File: config.mk
export PLATFORM = sky130hd
export DESIGN_NAME = vu_frame_sequencer
export DESIGN_NICKNAME = d
export VERILOG_FILES = /design/src/rtl/vu_pkg.sv /design/src/rtl/vu_peak_hold.sv /design/src/rtl/vu_frame_sequencer.sv
export SDC_FILE = /design/constraint.sdc
export NUM_CORES = 1
export LEC_CHECK = 0
export BUFFER_PORTS_ARGS = -buffer_cell sky130_fd_sc_hd__buf_2
export CORE_MARGIN = 2
export CORE_UTILIZATION = 29
export CTS_BUF_LIST = sky130_fd_sc_hd__clkbuf_4
export DETAILED_ROUTE_END_ITERATION = 6
export SLEW_MARGIN = 10
export SYNTH_ARGS = -nofsm -noshare
export SYNTH_HDL_FRONTEND = slang
export SYNTH_SLANG_ARGS = --single-unit
File: constraint.sdc
create_clock -name i_clk -period 1.7 [get_ports i_clk]
set_clock_uncertainty 0.05 [all_clocks]
set_input_delay 0.34 -clock i_clk [delete_from_list [all_inputs] [get_ports i_clk]]
set_output_delay 0.34 -clock i_clk [all_outputs]
set_load 0.01 [all_outputs]
File: src/rtl/vu_pkg.sv
// -----------------------------------------------------------------------------
// vu_pkg
// Constants and types shared by the VU meter frame sequencer:
//   - state_e    : sequencer FSM states
//   - VU_BANK*   : default ROM base addresses of the red and blue patterns
//   - ZERO_PIXEL : colour sent for unlit LEDs
//   - clamp_level: limits a requested level to the LED count
// -----------------------------------------------------------------------------
package vu_pkg;

   localparam int LEVEL_W = 7;
   localparam int ADDR_W  = 8;
   localparam int PIX_W   = 24;

   localparam int VU_BANK0_BASE = 0;
   localparam int VU_BANK1_BASE = 100;

   localparam logic [PIX_W-1:0] ZERO_PIXEL = 24'h000000;

   typedef enum logic [2:0] {
      IDLE,
      FETCH,
      CAPTURE,
      PRESENT,
      DONE
   } state_e;

   function automatic logic [LEVEL_W-1:0] clamp_level(input logic [LEVEL_W-1:0] level,
                                                      input logic [LEVEL_W-1:0] max_level);
      return (level > max_level) ? max_level : level;
   endfunction

endpackage

File: src/rtl/vu_peak_hold.sv
// -----------------------------------------------------------------------------
// vu_peak_hold
// Peak tracker for the VU meter (only used when VU_PEAK_HOLD_EN is defined).
// On every i_update the peak becomes max(peak, i_level); every 8th update that
// does not raise the peak decrements it by one, never below zero.
// Ports:
//   i_clk    : clock, rising edge
//   i_rst    : synchronous active-high reset, clears peak and age
//   i_update : one-cycle strobe, a new frame is starting
//   i_level  : clamped level of that frame
//   o_peak   : current peak (valid from the cycle after i_update)
// -----------------------------------------------------------------------------
module vu_peak_hold
   import vu_pkg::*;
(
   input  logic               i_clk,
   input  logic               i_rst,
   input  logic               i_update,
   input  logic [LEVEL_W-1:0] i_level,
   output logic [LEVEL_W-1:0] o_peak
);

   logic [LEVEL_W-1:0] peak_q, peak_d;
   logic [2:0]         age_q, age_d;   // frames since the last new maximum, wraps every 8

   always_comb begin
      peak_d = peak_q;
      age_d  = age_q;
      if (i_update) begin
         if (i_level > peak_q) begin
            peak_d = i_level;
            age_d  = '0;
         end else begin
            age_d = age_q + 3'd1;
            if (age_q == 3'd7 && peak_q != '0) begin
               peak_d = peak_q - 1'b1;
            end
         end
      end
   end

   always_ff @(posedge i_clk) begin
      if (i_rst) begin
         peak_q <= '0;
         age_q  <= '0;
      end else begin
         peak_q <= peak_d;
         age_q  <= age_d;
      end
   end

   assign o_peak = peak_q;

endmodule

File: src/rtl/vu_frame_sequencer.sv
// -----------------------------------------------------------------------------
// vu_frame_sequencer
// Emits one frame of NUM_LEDS pixels to an LED serializer. LEDs below the
// latched level are read from a synchronous ROM (red or blue bank), the rest
// are sent as ZERO_PIXEL. Each pixel takes FETCH -> CAPTURE -> PRESENT, so a
// frame is at least 3*NUM_LEDS+1 cycles including the DONE cycle.
// Optional feature: define VU_PEAK_HOLD_EN to add a decaying peak marker
// (the LED at index peak-1 is always fetched from ROM).
// Ports:
//   i_clk, i_rst      : clock and synchronous active-high reset
//   i_start           : one-cycle frame request, honoured only in IDLE
//   i_level           : lit LED count, clamped to NUM_LEDS
//   i_bank_sel        : 0 = BANK0_BASE, 1 = BANK1_BASE
//   o_rom_addr/ren    : ROM read port, data returns one cycle later
//   i_rom_data        : ROM read data
//   o_pix_data/valid  : pixel stream, held until i_pix_ready
//   i_pix_ready       : serializer accepts the pixel
//   o_busy            : frame in progress
//   o_done            : one-cycle pulse after the last pixel is accepted
// -----------------------------------------------------------------------------
module vu_frame_sequencer
   import vu_pkg::*;
#(
   parameter int NUM_LEDS   = 20,
   parameter int BANK0_BASE = VU_BANK0_BASE,
   parameter int BANK1_BASE = VU_BANK1_BASE
) (
   input  logic               i_clk,
   input  logic               i_rst,
   input  logic               i_start,
   input  logic [LEVEL_W-1:0] i_level,
   input  logic               i_bank_sel,
   output logic [ADDR_W-1:0]  o_rom_addr,
   output logic               o_rom_ren,
   input  logic [PIX_W-1:0]   i_rom_data,
   output logic [PIX_W-1:0]   o_pix_data,
   output logic               o_pix_valid,
   input  logic               i_pix_ready,
   output logic               o_busy,
   output logic               o_done
);

   localparam logic [LEVEL_W-1:0] MAX_LEVEL = LEVEL_W'(NUM_LEDS);
   localparam logic [LEVEL_W-1:0] LAST_IDX  = LEVEL_W'(NUM_LEDS - 1);
   localparam logic [ADDR_W-1:0]  BASE0     = ADDR_W'(BANK0_BASE);
   localparam logic [ADDR_W-1:0]  BASE1     = ADDR_W'(BANK1_BASE);

   state_e             state_q, state_d;
   logic [LEVEL_W-1:0] index_q, index_d;
   logic [LEVEL_W-1:0] level_q, level_d;
   logic               bank_q, bank_d;
   logic [PIX_W-1:0]   pix_data_q, pix_data_d;
   logic               pix_valid_q, pix_valid_d;

   logic [LEVEL_W-1:0] start_level;
   logic [ADDR_W-1:0]  base_addr;
   logic               fetch_en;
   logic               rom_ren;
   logic [ADDR_W-1:0]  rom_addr;

   assign start_level = clamp_level(i_level, MAX_LEVEL);
   assign base_addr   = bank_q ? BASE1 : BASE0;

`ifdef VU_PEAK_HOLD_EN
   logic [LEVEL_W-1:0] peak;

   vu_peak_hold u_peak_hold (
      .i_clk    (i_clk),
      .i_rst    (i_rst),
      .i_update (state_q == IDLE && i_start),
      .i_level  (start_level),
      .o_peak   (peak)
   );

   // The peak marker LED is fetched even when it sits above the current level.
   assign fetch_en = (index_q < level_q) || (peak != '0 && index_q == peak - 1'b1);
`else
   assign fetch_en = (index_q < level_q);
`endif

   // NOTE: every signal written here gets a default first, so no path through
   // the case statement can leave one unassigned and infer a latch.
   always_comb begin
      state_d     = state_q;
      index_d     = index_q;
      level_d     = level_q;
      bank_d      = bank_q;
      pix_data_d  = pix_data_q;
      pix_valid_d = pix_valid_q;
      rom_ren     = 1'b0;
      rom_addr    = '0;

      unique case (state_q)
         IDLE: begin
            if (i_start) begin
               level_d = start_level;
               bank_d  = i_bank_sel;
               index_d = '0;
               state_d = FETCH;
            end
         end
         FETCH: begin
            if (fetch_en) begin
               rom_ren  = 1'b1;
               rom_addr = base_addr + ADDR_W'(index_q);
            end
            state_d = CAPTURE;
         end
         CAPTURE: begin
            // ROM data is undefined unless a read was issued in FETCH.
            pix_data_d  = fetch_en ? i_rom_data : ZERO_PIXEL;
            pix_valid_d = 1'b1;
            state_d     = PRESENT;
         end
         PRESENT: begin
            if (pix_valid_q && i_pix_ready) begin
               pix_valid_d = 1'b0;
               if (index_q == LAST_IDX) begin
                  state_d = DONE;
               end else begin
                  index_d = index_q + 1'b1;
                  state_d = FETCH;
               end
            end
         end
         DONE: begin
            state_d = IDLE;
         end
         default: begin
            state_d = IDLE;
         end
      endcase
   end

   // NOTE: sequential state uses non-blocking assignments so every register
   // samples its _d value from before the edge, independent of block order.
   always_ff @(posedge i_clk) begin
      if (i_rst) begin
         state_q     <= IDLE;
         index_q     <= '0;
         level_q     <= '0;
         bank_q      <= 1'b0;
         pix_data_q  <= '0;
         pix_valid_q <= 1'b0;
      end else begin
         state_q     <= state_d;
         index_q     <= index_d;
         level_q     <= level_d;
         bank_q      <= bank_d;
         pix_data_q  <= pix_data_d;
         pix_valid_q <= pix_valid_d;
      end
   end

   // State-decoded outputs are also forced low while reset is held.
   assign o_rom_ren   = rom_ren & ~i_rst;
   assign o_rom_addr  = i_rst ? '0 : rom_addr;
   assign o_busy      = (state_q != IDLE) & ~i_rst;
   assign o_done      = (state_q == DONE) & ~i_rst;
   assign o_pix_data  = pix_data_q;
   assign o_pix_valid = pix_valid_q;

endmodule
==> impl_metrics.toml <==
[status]
outcome = "complete, but fails checks"
violations = "negative setup slack"

[setup_path]
worstPathRequired_ns = 1.31
critPathLaunchType = "flop"
crit_chain = "ha_4 -> a21o_1 -> a211oi_2 -> o211ai_1 -> buf_4 -> nor3_1 -> buf_2"
critPathKind = "reg -> out"
critical_path.max_stage_delay_ns = 0.37
cp_slowest_cell = "dfxtp_4"
critPathCaptureType = "primary output"
cp_max_fo = 9
crit_arrival_ns = 1.92

[synthesis]
synth.area.mux_share = 0
ys_seq_area_frac = 0.4413
synth_xor_xnor_area_share = 0.01347
dominantRegCellSynth = "dfxtp_1"
synth_fa_ha_area_frac = 0.07056
synth-edff-count = 0
postSynthAreaPerCell_sq_um = 9.705
ys_warn_count = 0
syn_inst = 201
synth-simple-area-share = 0.1725
syn_nets = 248
synth_seq_cells = 43
async_flop_share = 0
synth_compound_area_frac = 0.2431
syn_area_sq_um = 1951
synth_top_family_by_area = "compound AO/OA/AOI/OAI gates"
synthDistinctLibCells = 44

[final_layout]
fin_cells = 381
syn2layout_area_growth_pct = 51.06
n_antenna_cell = 0
drive_gt1_frac = 0.5132
fin_nets = 350
seq_area_sq_um = 877.1
final_cell_mix = "buf_2, dfxtp_1, buf_4"
multi_input_area_sq_um = 1141
layout_commonest_cell = "buf_2"
fillers = 618
final_area_sq_um = 2947

[flow_run]
maxCapViolCount = 0

[timing]
period_share = 1.361
tns_ns = -8.004
setup_viol = 34
drv_slew = 0
setup_slack_ns = -0.6138
maxSlewHeadroom = 0.7407
worst_slew_pin_slew_ns = 0.3890
fmax_ghz = 0.4322
grt_setup_unrepaired = "true"
hold_violations = 0
period_needed_ns = 2.314

[power]
power.share.combinational = 0.149
vdd_drop_max_mv = 0.3878
p_int_w = 0.001675
switching_share = 0.2345
seqPwrFrac = 0.485
powerDensity_nw_per_um2 = 742.6
p_clk_frac = 0.365
p_sw_w = 0.0005132
p_leak_nw = 1.381
finalPower_w = 0.002188

[detailed_routing]
wirelength_um = 5407
drt-initial-drc-count = 104
postRouteAntennaNets = 0
wl_per_cell_um = 14.19
vias_per_cell = 5.029
post-route-drc-count = 0
vias = 1916
dr.pass1.iters = 4

[placed_design]
io_buffers = 71
place.gp.congestion = 0.7996
placed_cells = 365
placed_area_sq_um = 2606
dp_hpwl_um = 3653

[global_route]
grt_use_total = 0.1543
grt_pass1_vias = 1858
grt_overflow = 0
grt_max_degree = 25
grt_antenna_before_repair = 0
grt_pass1_wl_um = 9032

[cts]
cts-root-buf = "clkbuf_4"
cts_hold_repair.buffers = 0
clk_pin_slew_ns = 0.13
cts_buffers = 5
cts_tree = "built"
clkLatencyLatePin_ns = 0.35
h-tree-depth = 2
max-clock-path-buffers = 2
cts.sinks = 43

[die]
die_w_um = 86.02
die_area_sq_um = 7399
coreArea_sq_um = 6422
die_y_um = 86.02
ioPinCount = 72
rows = 29
initial_utilization = 0.3037

[hold_path]
hp-class = "in -> reg"
==> cell usage after synthesis, drive strengths merged (2+ instances only) <==
cell type,n,share of area
a211oi,4,0.021
a21o,2,0.0077
a21oi,7,0.018
a22o,24,0.11
a31oi,6,0.019
a41o,2,0.010
and2,2,0.0064
and3,3,0.0096
buf,10,0.032
clkbuf,3,0.0058
dfxtp,43,0.44
ha,11,0.071
inv,11,0.021
nand2,13,0.025
nand3,5,0.013
nand3b,2,0.0096
nand4,3,0.0096
nor2,9,0.017
nor3,13,0.038
nor4b,3,0.017
o211ai,3,0.012
o21ai,4,0.010
or3,2,0.0064
xor2,2,0.0090
==> final timing paths <==
kind	cells past startpoint	end	slack, ns	start
worst min-delay path	2	o_pix_data[9]$_SDFFE_PP0P_	0.14	i_rom_data[9]
worst max-delay path	7	o_rom_addr[1]	-0.61	index_q[5]$_SDFFE_PP0P_
worst max register to register	8	o_pix_data[23]$_SDFFE_PP0P_	-0.13	level_q[5]$_SDFFE_PP0P_
worst min register to register	2	level_q[1]$_SDFFE_PP0P_	0.42	level_q[1]$_SDFFE_PP0P_
==> routing by layer <==
metal  global-route usage  vias to the layer above  wire length [um]  share of wire
met5                    0                        -                 0              0
met1               0.1851                      887              2248           0.42
li1                     -                      953                 -              -
met3              0.04716                        6               403          0.075
met4              0.04762                        0                66          0.012
met2               0.2636                       70              2689           0.50
==> per-stage QoR <==
stage / setup WS, ns / hold slack [ns] / utilization
final: -0.6138 / 0.1410 / 0.4588
after global routing: -0.7400 / 0.1030 / 0.4588
after CTS: -0.6623 / 0.1224 / 0.4473
after detailed placement: -0.2959 / 0.4035 / 0.4058
after global placement: -0.2381 / 0.3930 / 0.4058
after floorplan: -0.2537 / 0.3819 / -
==> registers in the layout, summed over array words and instances, names as in the netlist <==
signal       count
o_pix_data      24
index_q          7
level_q          7
state_q          3
bank_q           1
o_pix_valid      1
==> area by class of cell <==
| type | instances | share of cell area |
|---|---|---|
| clock buffers | 6 | 0.01529 |
| well taps | 77 | 0.03270 |
| repair buffers | 108 | 0.2327 |
| flip-flops and latches | 43 | 0.2977 |
| inverters | 11 | 0.01401 |
| multi-input cells | 134 | 0.3873 |
| clock inverters | 2 | 0.02038 |
==> power by group through the flow <==
stage	Sequential, W	Clock, W	Combinational, W
after detailed placement	0.00108	0	0.000284
final	0.00106	0.000799	0.000327
after global routing	0.00107	0.000881	0.000363
after CTS	0.00106	0.000828	0.000313
after floorplan	0.00109	0	0.000135
after global placement	0.00108	0	0.000279
==> logic make-up after synthesis <==
logic type / count (synthesis)
compound gates: 60
xor+xnor: 3
fa+ha+maj: 11
buf+inv: 24
flops: 43
simple gates: 60
==> critical path, delay by kind of cell (launching register included) <==
kind,cells,cell delay [ns]
and+or+nand+nor,1,0.14
DFF,1,0.37
adders and majority gates,1,0.23
buffers and inverters,2,0.35
AOI/OAI and AO/OA,3,0.50
==> timing repair <==
item                                   CTS  global route
gates cloned                             2             0
pin swaps                                7            11
gates resized for setup                 19            26
setup endpoints to repair               39            42
endpoints found under the hold margin    0             0
buffers inserted                         6             4
Note: power is estimated with default switching activity, not from simulation.
